$ cat src/rtl/vgm_gbdmg_player.sv
// vgm_gbdmg_player
//   Decodes a VGM command byte stream (header already stripped) and drives the
//   register-write port of the gbdmg sound block. One byte is taken per
//   valid/ready handshake. Game Boy DMG writes (0xB3 aa dd) become
//   out_reg/out_val/out_wr strobes. Waits (0x61/0x62/0x63/0x7n) are timed in
//   44.1 kHz samples of CLK_PER_SAMPLE clocks each.
//
// Ports
//   in_clk     clock
//   in_rst_n   asynchronous active-low reset
//   in_run     1 = play, 0 = pause
//   in_data    VGM stream byte
//   in_valid   in_data valid
//   out_ready  decoder accepts in_data this cycle
//   out_reg    gbdmg register index (aa = address - 0xFF10)
//   out_val    gbdmg register value
//   out_wr     write strobe (gbdmg latches on its rising edge)
//   out_done   end-of-data (0x66) seen, sticky
//   out_err    unsupported opcode seen, sticky
//
// state       | meaning
// ------------+--------------------------------------------------------
// S_FETCH_CMD | waiting for a command byte
// S_FETCH_A0  | waiting for first argument (aa or wait lo)
// S_FETCH_A1  | waiting for second argument (dd or wait hi)
// S_WR_HI     | out_wr high for WR_HOLD cycles
// S_WR_LO     | out_wr low for WR_HOLD cycles
// S_WAIT      | counting down samples; frozen while paused
// S_DONE      | end of data, held until reset
// S_ERR       | unsupported opcode, held until reset

module vgm_gbdmg_player #(
    parameter logic [15:0] CLK_PER_SAMPLE = 16'd95,
    parameter logic [3:0]  WR_HOLD        = 4'd1
) (
    input  logic       in_clk,
    input  logic       in_rst_n,
    input  logic       in_run,
    input  logic [7:0] in_data,
    input  logic       in_valid,
    output logic       out_ready,
    output logic [5:0] out_reg,
    output logic [7:0] out_val,
    output logic       out_wr,
    output logic       out_done,
    output logic       out_err
);

    typedef enum logic [2:0] {
        S_FETCH_CMD = 3'd0,
        S_FETCH_A0  = 3'd1,
        S_FETCH_A1  = 3'd2,
        S_WR_HI     = 3'd3,
        S_WR_LO     = 3'd4,
        S_WAIT      = 3'd5,
        S_DONE      = 3'd6,
        S_ERR       = 3'd7
    } state_t;

    localparam logic [15:0] SUB_RELOAD  = CLK_PER_SAMPLE - 16'd1;
    localparam logic [3:0]  HOLD_RELOAD = WR_HOLD - 4'd1;

    state_t      state_q, state_d;
    logic        is_wait_q, is_wait_d;   // current 3-byte command is 0x61 (else 0xB3)
    logic [7:0]  a0_q, a0_d;
    logic [5:0]  reg_q, reg_d;
    logic [7:0]  val_q, val_d;
    logic [15:0] samp_q, samp_d;
    logic [15:0] sub_q, sub_d;
    logic [3:0]  hold_q, hold_d;

    logic        accept;

    assign accept = in_valid && out_ready;

    // State and datapath registers
    always_ff @(posedge in_clk or negedge in_rst_n) begin
        if (!in_rst_n) begin
            state_q   <= S_FETCH_CMD;
            is_wait_q <= 1'b0;
            a0_q      <= 8'd0;
            reg_q     <= 6'd0;
            val_q     <= 8'd0;
            samp_q    <= 16'd0;
            sub_q     <= 16'd0;
            hold_q    <= 4'd0;
        end else begin
            state_q   <= state_d;
            is_wait_q <= is_wait_d;
            a0_q      <= a0_d;
            reg_q     <= reg_d;
            val_q     <= val_d;
            samp_q    <= samp_d;
            sub_q     <= sub_d;
            hold_q    <= hold_d;
        end
    end

    // Next-state logic
    always_comb begin
        state_d   = state_q;
        is_wait_d = is_wait_q;
        a0_d      = a0_q;
        reg_d     = reg_q;
        val_d     = val_q;
        samp_d    = samp_q;
        sub_d     = sub_q;
        hold_d    = hold_q;

        case (state_q)
            S_FETCH_CMD: begin
                if (accept) begin
                    case (in_data)
                        8'hB3: begin
                            is_wait_d = 1'b0;
                            state_d   = S_FETCH_A0;
                        end
                        8'h61: begin
                            is_wait_d = 1'b1;
                            state_d   = S_FETCH_A0;
                        end
                        8'h62: begin
                            samp_d  = 16'd735;
                            sub_d   = SUB_RELOAD;
                            state_d = S_WAIT;
                        end
                        8'h63: begin
                            samp_d  = 16'd882;
                            sub_d   = SUB_RELOAD;
                            state_d = S_WAIT;
                        end
                        8'h66: begin
                            state_d = S_DONE;
                        end
                        default: begin
                            if (in_data[7:4] == 4'h7) begin
                                // 0x7n waits n+1 samples (1..16)
                                samp_d  = {12'd0, in_data[3:0]} + 16'd1;
                                sub_d   = SUB_RELOAD;
                                state_d = S_WAIT;
                            end else begin
                                state_d = S_ERR;
                            end
                        end
                    endcase
                end
            end

            S_FETCH_A0: begin
                if (accept) begin
                    a0_d    = in_data;
                    state_d = S_FETCH_A1;
                end
            end

            S_FETCH_A1: begin
                if (accept) begin
                    if (is_wait_q) begin
                        if ({in_data, a0_q} == 16'd0) begin
                            state_d = S_FETCH_CMD;
                        end else begin
                            samp_d  = {in_data, a0_q};
                            sub_d   = SUB_RELOAD;
                            state_d = S_WAIT;
                        end
                    end else if (a0_q[7:6] == 2'b00) begin
                        reg_d   = a0_q[5:0];
                        val_d   = in_data;
                        hold_d  = HOLD_RELOAD;
                        state_d = S_WR_HI;
                    end else begin
                        // Address outside the gbdmg window: swallow silently.
                        state_d = S_FETCH_CMD;
                    end
                end
            end

            // Strobe phases ignore in_run so a pause never stretches a write.
            S_WR_HI: begin
                if (hold_q == 4'd0) begin
                    hold_d  = HOLD_RELOAD;
                    state_d = S_WR_LO;
                end else begin
                    hold_d = hold_q - 4'd1;
                end
            end

            S_WR_LO: begin
                if (hold_q == 4'd0) begin
                    state_d = S_FETCH_CMD;
                end else begin
                    hold_d = hold_q - 4'd1;
                end
            end

            S_WAIT: begin
                if (in_run) begin
                    if (sub_q == 16'd0) begin
                        sub_d  = SUB_RELOAD;
                        samp_d = samp_q - 16'd1;
                        if (samp_q == 16'd1) begin
                            state_d = S_FETCH_CMD;
                        end
                    end else begin
                        sub_d = sub_q - 16'd1;
                    end
                end
            end

            S_DONE: state_d = S_DONE;
            S_ERR:  state_d = S_ERR;

            default: state_d = S_FETCH_CMD;
        endcase
    end

    // Outputs. out_ready is also gated by reset so every output reads 0
    // while reset is held, even with in_run high.
    always_comb begin
        out_ready = in_rst_n && in_run &&
                    ((state_q == S_FETCH_CMD) ||
                     (state_q == S_FETCH_A0)  ||
                     (state_q == S_FETCH_A1));
        out_wr    = (state_q == S_WR_HI);
        out_done  = (state_q == S_DONE);
        out_err   = (state_q == S_ERR);
        out_reg   = reg_q;
        out_val   = val_q;
    end

endmodule
$ cat config.mk
export PLATFORM = sky130hd
export DESIGN_NAME = vgm_gbdmg_player
export DESIGN_NICKNAME = d
export VERILOG_FILES = /design/src/rtl/vgm_gbdmg_player.sv
export SDC_FILE = /design/constraint.sdc
export NUM_CORES = 1
export LEC_CHECK = 0
export ABC_AREA = 1
export BUFFER_PORTS_ARGS = -buffer_cell sky130_fd_sc_hd__buf_2
export CORE_MARGIN = 8
export CORE_UTILIZATION = 60
export DETAILED_ROUTE_END_ITERATION = 10
export PLACE_DENSITY_LB_ADDON = 0.15
export SKIP_CTS_REPAIR_TIMING = 1
export SLEW_MARGIN = 20
export SYNTH_ARGS = -nofsm -noshare
export SYNTH_HDL_FRONTEND = slang
export SYNTH_SLANG_ARGS = --single-unit
$ cat constraint.sdc
create_clock -name in_clk -period 3.9 [get_ports in_clk]
set_clock_uncertainty 0.2 [all_clocks]
set_input_delay 0.39 -clock in_clk [delete_from_list [all_inputs] [get_ports in_clk]]
set_output_delay 0.39 -clock in_clk [all_outputs]
set_load 0.005 [all_outputs]
==> impl_metrics.toml <==
[timing]
slew_headroom = 0.451
hold_violations = 0
holdWs_ns = 0.0417
finalCritPeriodShare = 0.708
rsz0062_at_grt = "no"
max_slew.worst_pin.slew_ns = 0.822
fmax_mhz = 362
setup_tns_ns = 0
setup_viol = 0
drv_slew = 0
layout_min_cycle_time_ns = 2.76

[detailed_routing]
post_drt_wl_per_cell_microns = 14.5
vias_per_cell = 5.58
drtIter0Drc = 319
vias = 3976
drt-total-wl_microns = 10300
first_pass_iters = 4
ant_nets = 0
drc = 0

[grt]
grt.overflow.total = 0
grt_pass1_vias = 3764
track_usage = 0.222
grt_pass1_wl_microns = 17500
grt_antenna_before_repair = 0
grt_max_degree = 63

[synth]
synth_seq_area_share = 0.382
ys_top_cells_by_area = "dfrtp_1, nand2_1, nor2_1"
postSynthCellCount = 601
yosysWarnings = 0
synth.largest_area_cell = "dfrtp_1"
ys_types = 31
syn_area_sq_mm = 0.00407
syn_area_per_cell_sq_um = 6.76
yosysTopAreaCellShare = 0.382
synth_fp_nets = 623
ys_ff_latch = 62

[clock_tree]
cts_buffers = 9
clock_path_buffers = 2
h-tree-depth = 3
clkLatencyLatePin_ns = 0.34
cts_tree = "built"
root_buffer = "clkbuf_8"
clkSinkCount = 62
clkTransAtPathRegs_ns = 0.06

[finish]
final_common_cell = "nand2_1"
area_growth_pct = 8.62
fillers = 608
fin_util = 0.661
layout_common_cells = "nand2_1, nor2_1, dfrtp_1"
postLayoutCellArea_sq_mm = 0.00442
reg_top3 = "samp_q: 16 flops, sub_q: 16 flops"
final_nets = 651
drive_gt1_frac = 0.0981
diodes = 0

[floorplan]
dieArea_sq_mm = 0.00966
die_h_microns = 98.3
rows = 30
io_pins = 30
initial_utilization = 0.608
die_w_microns = 98.3
coreArea_sq_mm = 0.00668

[setup_path]
rr_worst_depth = 11
setup.worst_path.class = "flop to flop"
arrival_ns = 2.74
regToRegSetupSlack_ns = 1.14
worstPathMaxFanout = 30
cp-end-kind = "flop"
rr_startpoint = "state_q[2]"
worstPathRequired_ns = 3.88
reg2reg_to = "sub_q[0]"
cp-start-kind = "flop"

[place]
hpwl_microns = 7320
port_buffers = 29
post_dp_cell_area_sq_mm = 0.00426
gp_congestion = 1.01

[power_and_ir_drop]
cellLeakagePower_nw = 2.38
p_per_area_mw_per_mm2 = 753
power_mw = 3.32
irDropWorstVdd_mv = 0.357

[run]
maxCapViolCount = 0

[outcome]
outcome = "finished, final reports clean"

[hold_path]
hold_path_class = "primary input to asynchronous set/reset pin"
[per-layer routing]
layer,share of wire,wire [microns],vias up,track usage
met5,0,0,-,0
met4,0.024,251,0,0.0992
met3,0.050,518,26,0.0356
met2,0.47,4810,128,0.360
met1,0.46,4720,1819,0.283
li1,-,-,2003,-
[power by group]
| part | total (mW) | switching [mW] | internal [mW] |
|---|---|---|---|
| Sequential | 1.08 | 0.212 | 0.868 |
| Clock | 0.473 | 0.234 | 0.239 |
| Combinational | 1.77 | 1.18 | 0.588 |
| Total | 3.32 | 1.63 | 1.69 |
[critical path, cell delays in order, from the launching register on]
cell	delay (ns)
dfrtp_1	0.50
inv_2	0.15
nand2_1	0.10
nor2_1	0.05
buf_4	0.21
nand2_1	0.12
nand2_1	0.06
nor2_1	0.08
buf_4	0.25
nand2_1	0.53
nand2_1	0.23
o21ai_0	0.12
[metrics by stage]
stage | std cells | setup slack, ns
CTS | 712 | 1.16
global route | 712 | 0.848
floorplan | 601 | 2.01
detailed placement | 698 | 1.17
finish | 712 | 1.14
global placement | 698 | 1.28
[cell usage after synthesis (all sizes together)]
library cell	count
nor3	5
or2	3
xor2	5
o21bai	5
nand3b	1
nor2	85
a21o	4
buf	9
nand3	58
a21oi	7
o21ai	54
clkbuf	9
a22oi	1
mux2	2
nor3b	3
nand2	191
ha	10
inv	56
xnor2	3
and2	1
nand4	27
dfrtp	62
[area by class of cell]
| cell class | count | area [sq um] | area share |
|---|---|---|---|
| clock inverter | 2 | 10.0 | 0.00227 |
| tap | 80 | 100 | 0.0227 |
| clock buffer | 12 | 145 | 0.0329 |
| sequential | 62 | 1550 | 0.351 |
| inverter | 56 | 210 | 0.0476 |
| timing repair buffer | 35 | 190 | 0.0431 |
| multi-input combinational | 465 | 2210 | 0.500 |
[worst max path at each step]
| stage | from | endpoint | slack (ns) | cells past startpoint |
|---|---|---|---|---|
| 2_1_floorplan | in_data[3] | samp_q[11] | 2.01 | 12 |
| 3_3_place_gp | sub_q[4] | samp_q[12] | 1.28 | 8 |
| 4_1_cts | state_q[2] | sub_q[0] | 1.16 | 11 |
| 3_5_place_dp | in_data[0] | sub_q[15] | 1.17 | 14 |
| 5_1_grt | state_q[1] | sub_q[0] | 0.85 | 10 |
| 6_report | state_q[2] | sub_q[0] | 1.14 | 11 |
[kinds of logic (layout without fill, tap and decap cells)]
kind of cell,Yosys count,in the layout,synth area share
muxes,2,2,0.00554
DFF,62,62,0.382
buffers and inverters,74,105,0.0751
and+or+nand+nor,374,374,0.396
adders and majority gates,10,10,0.0308
xor gates and xnor gates,8,8,0.0172
AOI/OAI and AO/OA,71,71,0.0936
Note: power is estimated with default switching activity, not from simulation.
